`src/rtl/pipe_hazard_ctrl.sv`:
```
// Hazard and sequencing control for the IF/ID register and PC front end.
// Optional performance counters are enabled with `define PERF_CNT_EN.
//
// Ports:
//   clk, rst           - core clock, synchronous active-high reset
//   start, halt        - begin execution (IDLE/HALTED) / stop execution
//   rs1_raddr,
//   rs2_raddr          - ID-stage source register addresses
//   rd_waddr_EX,
//   mem_read_EX        - EX-stage destination register and load flag
//   branch_taken_EX    - EX-stage branch/jump resolved taken
//   imem_ready         - instruction memory data valid this cycle
//   dmem_busy          - data memory multi-cycle access in progress
//   pc_running         - 0 forces IF/ID contents to zero
//   keep_instr         - IF/ID holds its instruction
//   pc_stall, pc_sel   - PC hold / load PC from branch target
//   flush_EX           - bubble into ID/EX
//   stall_all          - freeze every pipeline register
//   state_o            - current FSM state (debug)
//   stall_cycles,
//   flush_count        - saturating perf counters (0 when PERF_CNT_EN undefined)
module pipe_hazard_ctrl #(
    parameter int unsigned BOOT_CYCLES = 2,
    parameter int unsigned CNT_W       = 16
) (
    input  logic             clk,
    input  logic             rst,
    input  logic             start,
    input  logic             halt,
    input  logic [4:0]       rs1_raddr,
    input  logic [4:0]       rs2_raddr,
    input  logic [4:0]       rd_waddr_EX,
    input  logic             mem_read_EX,
    input  logic             branch_taken_EX,
    input  logic             imem_ready,
    input  logic             dmem_busy,
    output logic             pc_running,
    output logic             keep_instr,
    output logic             pc_stall,
    output logic             pc_sel,
    output logic             flush_EX,
    output logic             stall_all,
    output logic [2:0]       state_o,
    output logic [CNT_W-1:0] stall_cycles,
    output logic [CNT_W-1:0] flush_count
);

    typedef enum logic [2:0] {
        IDLE   = 3'd0,
        BOOT   = 3'd1,
        RUN    = 3'd2,
        FLUSH  = 3'd3,
        HALTED = 3'd4
    } state_e;

    localparam int unsigned BW = (BOOT_CYCLES > 2) ? $clog2(BOOT_CYCLES) : 1;
    localparam logic [BW-1:0] BOOT_INIT =
        (BOOT_CYCLES > 0) ? BW'(BOOT_CYCLES - 1) : '0;

    state_e          state_q, state_d;
    logic   [BW-1:0] cnt_q, cnt_d;
    logic            load_use;
    logic            start_clr;
    logic            flush_enter;

    // x0 is never written, so it can never be a real dependency.
    assign load_use = mem_read_EX && (rd_waddr_EX != 5'd0) &&
                      ((rd_waddr_EX == rs1_raddr) ||
                       (rd_waddr_EX == rs2_raddr));

    always_ff @(posedge clk) begin
        if (rst) begin
            state_q <= IDLE;
            cnt_q   <= '0;
        end else begin
            state_q <= state_d;
            cnt_q   <= cnt_d;
        end
    end

    always_comb begin
        state_d     = state_q;
        cnt_d       = cnt_q;
        pc_running  = 1'b0;
        keep_instr  = 1'b0;
        pc_stall    = 1'b0;
        pc_sel      = 1'b0;
        flush_EX    = 1'b0;
        stall_all   = 1'b0;
        start_clr   = 1'b0;
        flush_enter = 1'b0;
        unique case (state_q)
            IDLE, HALTED: begin
                if (state_q == HALTED) begin
                    pc_stall = 1'b1;
                end
                if (start) begin
                    start_clr = 1'b1;
                    cnt_d     = BOOT_INIT;
                    state_d   = (BOOT_CYCLES == 0) ? RUN : BOOT;
                end
            end
            BOOT: begin
                pc_stall = 1'b1;
                if (cnt_q == '0) begin
                    state_d = RUN;
                end else begin
                    cnt_d = cnt_q - 1'b1;
                end
            end
            RUN: begin
                pc_running = 1'b1;
                if (halt) begin
                    pc_running = 1'b0;
                    state_d    = HALTED;
                end else if (dmem_busy) begin
                    // Whole pipe frozen; a pending branch waits for this.
                    stall_all  = 1'b1;
                    keep_instr = 1'b1;
                    pc_stall   = 1'b1;
                end else if (branch_taken_EX) begin
                    pc_sel      = 1'b1;
                    flush_EX    = 1'b1;
                    flush_enter = 1'b1;
                    state_d     = FLUSH;
                end else if (load_use || !imem_ready) begin
                    keep_instr = 1'b1;
                    pc_stall   = 1'b1;
                    flush_EX   = 1'b1;
                end
            end
            FLUSH: begin
                pc_running = 1'b1;
                if (halt) begin
                    pc_running = 1'b0;
                    state_d    = HALTED;
                end else if (dmem_busy) begin
                    stall_all  = 1'b1;
                    keep_instr = 1'b1;
                    pc_stall   = 1'b1;
                end else begin
                    // Squash the wrong-path fetch made during the redirect.
                    flush_EX = 1'b1;
                    state_d  = RUN;
                end
            end
            default: begin
                state_d = IDLE;
            end
        endcase
    end

    assign state_o = state_q;

`ifdef PERF_CNT_EN
    logic [CNT_W-1:0] stall_q, stall_d;
    logic [CNT_W-1:0] flush_q, flush_d;

    always_comb begin
        stall_d = stall_q;
        flush_d = flush_q;
        if (start_clr) begin
            stall_d = '0;
            flush_d = '0;
        end else begin
            if (keep_instr && (stall_q != '1)) begin
                stall_d = stall_q + 1'b1;
            end
            if (flush_enter && (flush_q != '1)) begin
                flush_d = flush_q + 1'b1;
            end
        end
    end

    always_ff @(posedge clk) begin
        if (rst) begin
            stall_q <= '0;
            flush_q <= '0;
        end else begin
            stall_q <= stall_d;
            flush_q <= flush_d;
        end
    end

    assign stall_cycles = stall_q;
    assign flush_count  = flush_q;
`else
    logic unused_perf;
    assign unused_perf  = start_clr ^ flush_enter;
    assign stall_cycles = '0;
    assign flush_count  = '0;
`endif

endmodule

```
`config.mk`:
```
export PLATFORM = sky130hd
export DESIGN_NAME = pipe_hazard_ctrl
export DESIGN_NICKNAME = d
export VERILOG_FILES = /design/src/rtl/pipe_hazard_ctrl.sv
export SDC_FILE = /design/constraint.sdc
export NUM_CORES = 1
export LEC_CHECK = 0
export ABC_AREA = 1
export CAP_MARGIN = 20
export CORE_MARGIN = 5
export CORE_UTILIZATION = 34
export CTS_CLUSTER_DIAMETER = 40
export DETAILED_ROUTE_END_ITERATION = 8
export PLACE_DENSITY = 0.94
export RECOVER_POWER = 100
export SETUP_SLACK_MARGIN = 0.3
export SYNTH_ARGS = -nofsm -noshare
export SYNTH_HDL_FRONTEND = slang
export SYNTH_SLANG_ARGS = --single-unit
```
`constraint.sdc`:
```
create_clock -name clk -period 2 [get_ports clk]
set_input_delay 0.5 -clock clk [delete_from_list [all_inputs] [get_ports clk]]
set_output_delay 0.5 -clock clk [all_outputs]
set_load 0.01 [all_outputs]
```
======== After elaboration in Yosys (flattened, before gate mapping) ========
Cells that the tools add are included.
storage, ports and cells
  register bits after elaboration ......... 4
cells by class
  add/sub/neg operators ................... 1
  eq/ne operators ......................... 11
  multiplexer cells ....................... 33
  reduce and logical (&&, ||, !) cells .... 12
operators by type and width
  operator                                              count
  2-to-1 mux 1 bit                                      21
  2-to-1 mux 3 bit                                      7
  case mux 3 bit (4 select lines)                       1
  equality test 5 bit                                   2
  inequality test 3 bit (second input constant)         3
  equality test 3 x 2 -> 1 bit (second input constant)  2
  case mux 1 bit (2 select lines)                       3
  AND reduction 5 bit                                   1
  nonzero test 5 bit                                    1
  inequality test 2 bit (second input constant)         2
  case mux 1 bit (4 select lines)                       1
  OR reduction 2 bit                                    2
  equality test 3 x 1 -> 1 bit (second input constant)  1
  equality test 3 bit (second input constant)           1
  logical NOT 3 bit                                     1
  logical AND 1 bit                                     2
  logical OR 1 bit                                      2
  AND reduction 2 bit                                   1
  nonzero test 2 bit                                    1
  logical NOT 1 bit                                     1
  subtractor 1 bit (second input constant)              1

======== Longest topological paths before layout ========
Gate-level depths: netlist (run 1).
  word-level depth ........................ 9
  depth in mapped cells ................... 10
  depth with buffers taken out ............ 10

======== Least setup slack after synthesis (run 1) ========
No wires, ideal clock.
  path type ............................... flip-flop to output port
  start point ............................. register state_q[1] (netlist: state_o[1])
  end point ............................... output pc_stall
  arrival time ............................ 1.128 ns
  data required time ...................... 1.500 ns
  setup slack ............................. 0.372 ns
  cell stages (with the launch flop) ...... 7
  path through ............................ dfxtp_1 > nand2_2 > nor2_4 > nand2_2 > nor2_1 > nand2_1 > nand3_1
on the way
  word-level cells in the longest chain between the ends .. 3
  elaborated cells between the ends (all ways) .. 8
  classes of those cells .................. 4 x eq/ne; 2 x mux; 2 x reduce/logical
RTL lines
  item                                                             RTL line  RTL
  start, declared                                                  60        state_e state_q, state_d;
  start signal, assigned                                           76        state_q <= state_d;
  equality test 3 bit / logical NOT 3 bit (equally long branches)  92, 94
  2-to-1 mux 1 bit / OR reduction 2 bit (equally long branches)    94, 92
  case mux 1 bit (4 select lines) *                                92        unique case (state_q)
  end, declared                                                    39        output logic pc_stall,
Every way passes the cells marked *; elsewhere a longest branch is shown, timed or not.

======== Worst setup path in the final report (run 1) ========
  start point ............................. input rd_waddr_EX[4]
  end point ............................... output flush_EX
on the way
  word-level cells in the longest chain between the ends .. 9
  elaborated cells between the ends (all ways) .. 12
  classes of those cells .................. 2 x eq/ne; 5 x mux; 5 x reduce/logical
RTL lines
  item                                                          RTL line  RTL
  start, declared                                               32        input logic [4:0] rd_waddr_EX,
  equality test 5 bit (tied with other cells)                   68        ((rd_waddr_EX == rs1_raddr) ||
  logical OR 1 bit / logical AND 1 bit (equally long branches)  68, 67
  logical AND 1 bit *                                           67        assign load_use = mem_read_EX && (rd_waddr_EX != 5'd0) &&
  logical OR 1 bit *                                            126       end else if (load_use || !imem_ready) begin
  2-to-1 mux 1 bit *                                            126
  2-to-1 mux 1 bit *                                            121       end else if (branch_taken_EX) begin
  2-to-1 mux 1 bit *                                            116       end else if (dmem_busy) begin
  2-to-1 mux 1 bit *                                            113       if (halt) begin
  case mux 1 bit (2 select lines) *                             92
  end, declared                                                 41        output logic flush_EX,
Marked as above.

==> results.sh, run 1 <==
export IMPL_grt_pass1_vias=687
export IMPL_crit_type="in -> out"
export IMPL_end_kind="output port"
export IMPL_portBuffers=31
export IMPL_dieArea_sq_mm=0.00325
export IMPL_drt_wl_total_mm=2.02
export IMPL_h_tree_depth=1
export IMPL_synthAdderAreaFrac_pct=0
export IMPL_clk_path_buf_depth=2
export IMPL_area_growth_pct=48.7
export IMPL_whs_ns=0.484
export IMPL_outcome="finished clean"
export IMPL_vdd_drop_max_uv=666
export IMPL_synthXorXnorAreaFrac_pct=2.33
export IMPL_wire_per_inst_microns=9.83
export IMPL_first_pass_iters=4
export IMPL_ios=64
export IMPL_ys_seq_area_share_pct=10.7
export IMPL_grt_pass1_wl_mm=2.76
export IMPL_cts_root_buf="clkbuf_4"
export IMPL_tns_ns=0
export IMPL_hold_viol=0
export IMPL_p_total_uw=729
export IMPL_grt_overflow_total=0
export IMPL_num_rows=17
export IMPL_final_common_cell="nand2_1"
export IMPL_cts_buffers=3
export IMPL_vias=825
export IMPL_tritoncts="built"
export IMPL_start_util_pct=34.6
export IMPL_final_max_slew_viol_count=0
export IMPL_final_cell_mix="nand2_1 (33), conb_1 (32), buf_6 (13), inv_1 (11), buf_4 (10)"
export IMPL_setup_viol=0
export IMPL_power_density_mw_per_mm2=653
export IMPL_path_clk_slew_ns=0.03
export IMPL_grt_use_total_pct=10.6
export IMPL_fmax_ghz=0.522
export IMPL_maxCapViolations=0
export IMPL_place_area_sq_mm=0.00105
export IMPL_cp_start_kind="input pin"
export IMPL_drtAntennaViolNets=0
export IMPL_antenna_found_initial=0
export IMPL_required_ns=1.50
export IMPL_synth_avg_cell_area_sq_um=5.73
export IMPL_leakage_uw=0.000657
export IMPL_ys_types=19
export IMPL_final_area_sq_mm=0.00112
export IMPL_post_route_min_period_ns=1.92
export IMPL_synth_top_family_by_area="buffers and inverters"
export IMPL_globalplace_congestion=0.818
export IMPL_cp_slowest_stage_delay_ns=0.13
export IMPL_clk_latency_ns=0.23
export IMPL_rsz0062_at_grt="yes"
export IMPL_hpwl_mm=1.65
export IMPL_drive_above_1_share_pct=36.2
export IMPL_hold_class="reg -> reg"
export IMPL_diodes=0
export IMPL_netlist_area_sq_um=751
export IMPL_die_w_microns=57.0
export IMPL_grt_max_degree=6
export IMPL_core_sq_mm=0.00217
export IMPL_crit_chain="buf_6 > buf_6 > xnor2_2 > nand3_1 > nand2_1 > nand2_1 > nand3_1 > nand2_1 > inv_1 > buf_6"
export IMPL_ctsHoldBuffers=0
export IMPL_syn_inst=131
export IMPL_cts_sinks=4
export IMPL_vias_per_cell=4.02
export IMPL_worst_path_max_delay_cell="xnor2_2"
export IMPL_fillCellCount=212
export IMPL_drc=0
export IMPL_post_route_util_pct=51.4
export IMPL_drt_iter0_markers=19
export IMPL_final_net_count=202
export IMPL_synth_compound_area_share_pct=6.33
export IMPL_min_period_over_period_pct=95.8
export IMPL_synth_mux_area_share_pct=0
export IMPL_worst_path_max_fanout=3
export IMPL_yosys_area_share_simple_pct=37.2
export IMPL_skew_ns=0.000784
export IMPL_ys_seq_elements=4
export IMPL_cp_arrival_ns=1.42
export IMPL_ys_warn_count=0
export IMPL_die_y_microns=57.0
[where the power goes]
part / internal, uW / switching [uW] / leakage, uW
Combinational: 240 / 263 / 0.000610
Sequential: 108 / 23.7 / 0.0000338
Clock: 66.7 / 27.5 / 0.0000138
Total: 415 / 314 / 0.000657
[sequential cells by signal, summed over array words and instances, names as in the netlist]
name	count
cnt_q	1
state_o	3
[critical path: cells and delay by family]
family                 cells  cell delay, ns
buffers and inverters      4            0.37
AND/OR/NAND/NOR            5            0.41
XOR/XNOR                   1            0.13
[layout make-up]
cell class | instances | area [sq um] | share of cell area [%]
Sequential cell | 4 | 82.6 | 7.40
Clock buffer | 3 | 22.5 | 2.02
Multi-Input combinational cell | 104 | 489 | 43.8
Timing Repair Buffer | 44 | 397 | 35.5
Tap cell | 28 | 35.0 | 3.14
Inverter | 22 | 90.1 | 8.07
[cells in the mapped netlist (all sizes together)]
cell    n  area [sq um]
nor2   12          57.6
a21oi   4          20.0
nand2  40           163
xnor2   2          17.5
dfxtp   4          80.1
nor3b   1          7.51
nor3    1          10.0
buf    32           240
conb    1          3.75
inv    22          82.6
nand3   7          35.0
nand4   1          6.26
o21ai   4          27.5
[worst paths after layout]
| kind | start | endpoint | slack, ns | cells past startpoint |
|---|---|---|---|---|
| setup / recovery | rd_waddr_EX[4] | flush_EX | 0.08 | 10 |
| setup reg to reg | state_o[2]$_SDFFE_PP0P_ | state_o[2]$_SDFFE_PP0P_ | 0.24 | 12 |
| hold reg to reg | cnt_q$_SDFFE_PP0P_ | cnt_q$_SDFFE_PP0P_ | 0.48 | 2 |
| hold / removal | cnt_q$_SDFFE_PP0P_ | cnt_q$_SDFFE_PP0P_ | 0.48 | 2 |
[cell families after synthesis]
group / Yosys count
buffers and inverters: 54
other: 1
flip-flops: 4
AND/OR/NAND/NOR: 62
XOR/XNOR: 2
AO/OA/AOI/OAI: 8
[metal layers]
metal	part of all wire (%)	global-route usage (%)	vias up	routed length, microns
met5	0	0	-	0
met3	7.7	1.58	8	156
met2	56	21.5	37	1130
met4	3.1	4.97	0	63
met1	33	10.1	360	661
li1	-	-	420	-
[stage by stage]
stage | cells | setup slack (ns)
final | 205 | 0.0839
after global routing | 205 | 0.00989
after CTS | 205 | 0.0868
after detailed placement | 199 | -0.759
after global placement | 199 | -0.728
after floorplan | 162 | 0.372
[what timing repair did]
item | 4_1_cts | 5_1_grt
setup endpoints to repair | 6 | 8
gates cloned | 0 | 0
resized for setup | 107 | 30
buffers inserted | 3 | 0
pin swaps | 24 | 21
No activity file was read; power rests on OpenSTA's default activity.
==> inputs of run 2 (changes only) <==
CORE_UTILIZATION = 32   (was 34)
PLACE_DENSITY = 0.9   (was 0.94)
clock period = 1.9 ns   (was 2 ns; I/O delays follow)
==> run 2 against run 1 <==
Utilization up 0.15 points. Critical path depth decreased by 3. Total power up 11%. Routed wire length rose by 5.2%. Clock power grew 9%. Global-route usage increased by 1.6 points.
==> results.sh, run 2 (synthesized netlist as in run 1, its figures left out) <==
export IMPL_end_kind="output port"
export IMPL_min_period_over_period_pct=96.2
export IMPL_grt_pass1_vias=786
export IMPL_power_frac_clock_pct=12.8
export IMPL_globalplace_congestion=0.807
export IMPL_switchingPower_uw=348
export IMPL_p_int_uw=461
export IMPL_setup_viol=0
export IMPL_crit_type="reg -> out"
export IMPL_core_sq_mm=0.00223
export IMPL_layout_setup_ws_ns=0.0713
export IMPL_start_util_pct=33.6
export IMPL_placedCellCount=201
export IMPL_place_area_sq_mm=0.00106
export IMPL_clk_latency_ns=0.23
export IMPL_h_tree_depth=1
export IMPL_power_density_mw_per_mm2=702
export IMPL_final_cell_mix="conb_1 (32), nand2_1 (31), buf_4 (17), inv_1 (15), buf_6 (11)"
export IMPL_leakage_uw=0.000707
export IMPL_grt_max_degree=6
export IMPL_hold_class="reg -> reg"
export IMPL_fillCellCount=237
export IMPL_power_frac_seq_pct=17.9
export IMPL_largest_reg_flops=3
export IMPL_drive_above_1_share_pct=38.6
export IMPL_post_route_min_period_ns=1.83
export IMPL_sw_frac_of_total_pct=43.1
export IMPL_tritoncts="built"
export IMPL_drtAntennaViolNets=0
export IMPL_num_rows=17
export IMPL_cts_buffers=3
export IMPL_drt_iter0_markers=17
export IMPL_grt_use_total_pct=12.2
export IMPL_final_net_count=209
export IMPL_area_growth_pct=53.5
export IMPL_comb_power_share_pct=69.4
export IMPL_finalNonFillerCells=212
export IMPL_ios=64
export IMPL_portBuffers=31
export IMPL_die_y_microns=58.4
export IMPL_cts_sinks=4
export IMPL_grt_overflow_total=0
export IMPL_skew_ns=0.00584
export IMPL_vias=819
export IMPL_cts_root_buf="clkbuf_4"
export IMPL_cp_start_kind="flop"
export IMPL_grt_pass1_wl_mm=3.21
export IMPL_dp_slack_ns=-0.794
export IMPL_required_ns=1.42
export IMPL_cp_arrival_ns=1.35
export IMPL_dieArea_sq_mm=0.00341
export IMPL_outcome="finished clean"
export IMPL_whs_ns=0.469
export IMPL_final_common_cell="conb_1"
export IMPL_die_w_microns=58.4
export IMPL_path_clk_slew_ns=0.04
export IMPL_vdd_drop_max_uv=657
export IMPL_hpwl_mm=1.64
export IMPL_worst_path_max_fanout=3
export IMPL_first_pass_iters=3
export IMPL_wire_per_inst_microns=10.0
export IMPL_fmax_ghz=0.547
export IMPL_vias_per_cell=3.86
export IMPL_antenna_found_initial=0
export IMPL_maxCapViolations=0
export IMPL_rsz0062_at_grt="yes"
export IMPL_final_max_slew_viol_count=0
export IMPL_diodes=0
export IMPL_drt_wl_total_mm=2.12
export IMPL_clk_path_buf_depth=2
export IMPL_hold_viol=0
export IMPL_final_area_sq_mm=0.00115
export IMPL_drc=0
[run 2: cell count changes in the layout (fill, tap and decap cells not counted), sizes merged, moves of 2 or more]
| cell | delta |
|---|---|
| dlygate4sd2 | +2 |
| clkdlybuf4s25 | -3 |
| buf | +9 |
| dlygate4sd3 | -2 |
[run 2: worst paths after layout]
kind	to	start	slack [ns]	depth (start not counted)
max	pc_sel	state_o[2]$_SDFFE_PP0P_	0.07	7
min	cnt_q$_SDFFE_PP0P_	cnt_q$_SDFFE_PP0P_	0.47	2
max reg2reg	state_o[1]$_SDFFE_PP0P_	state_o[2]$_SDFFE_PP0P_	0.32	9
min reg2reg	cnt_q$_SDFFE_PP0P_	cnt_q$_SDFFE_PP0P_	0.47	2
[run 2: cell type report]
class	count	area (sq um)	share of cell area [%]
multi-input combinational	104	499	43.3
clock buffer	3	22.5	1.95
inverter	22	82.6	7.17
sequential	4	83.8	7.27
tap	28	35.0	3.04
timing repair buffer	51	429	37.2
[run 2: timing repair]
item                       CTS  global route
gates resized for setup    112            16
hold buffers                 0             0
buffers inserted             7             1
setup endpoints to repair   12             6
pin swaps                   24            19
[run 2: power groups by stage]
stage          sequential (uW)  combinational [uW]  clock (uW)
6_report                   144                 561         103
5_1_grt                    149                 616         119
4_1_cts                    141                 525         105
3_5_place_dp               144                 518           0
3_3_place_gp               142                 510           0
2_1_floorplan              148                 310           0
[run 2: routing by layer]
metal	global-route usage [%]	share of wire (%)	up-vias	wire, microns
met5	0	0	-	0
met4	7.95	3.0	0	63
met3	1.97	6.7	8	142
met2	23.6	58	31	1230
met1	11.6	32	346	688
li1	-	-	434	-
[run 2: through the flow]
step,utilization [%],TNS [ns],total power (uW)
after floorplan,-,0,458
after global placement,47.6,-3.62,653
after detailed placement,47.6,-3.63,662
after CTS,49.1,0,771
after global routing,51.6,-0.0333,884
final,51.6,0,809
[run 2: critical path: stages (launching register included)]
cell	delay [ns]
dfxtp_1	0.32
inv_2	0.08
nand2_2	0.07
nor2_4	0.11
nand2_2	0.08
buf_4	0.14
nor3b_2	0.17
buf_2	0.16
==> inputs of run 3 (changes only) <==
SLEW_MARGIN = 10   (was not set)
==> results of run 3 <==
Same layout as run 2: the final DEF is identical, and so are final timing and power.
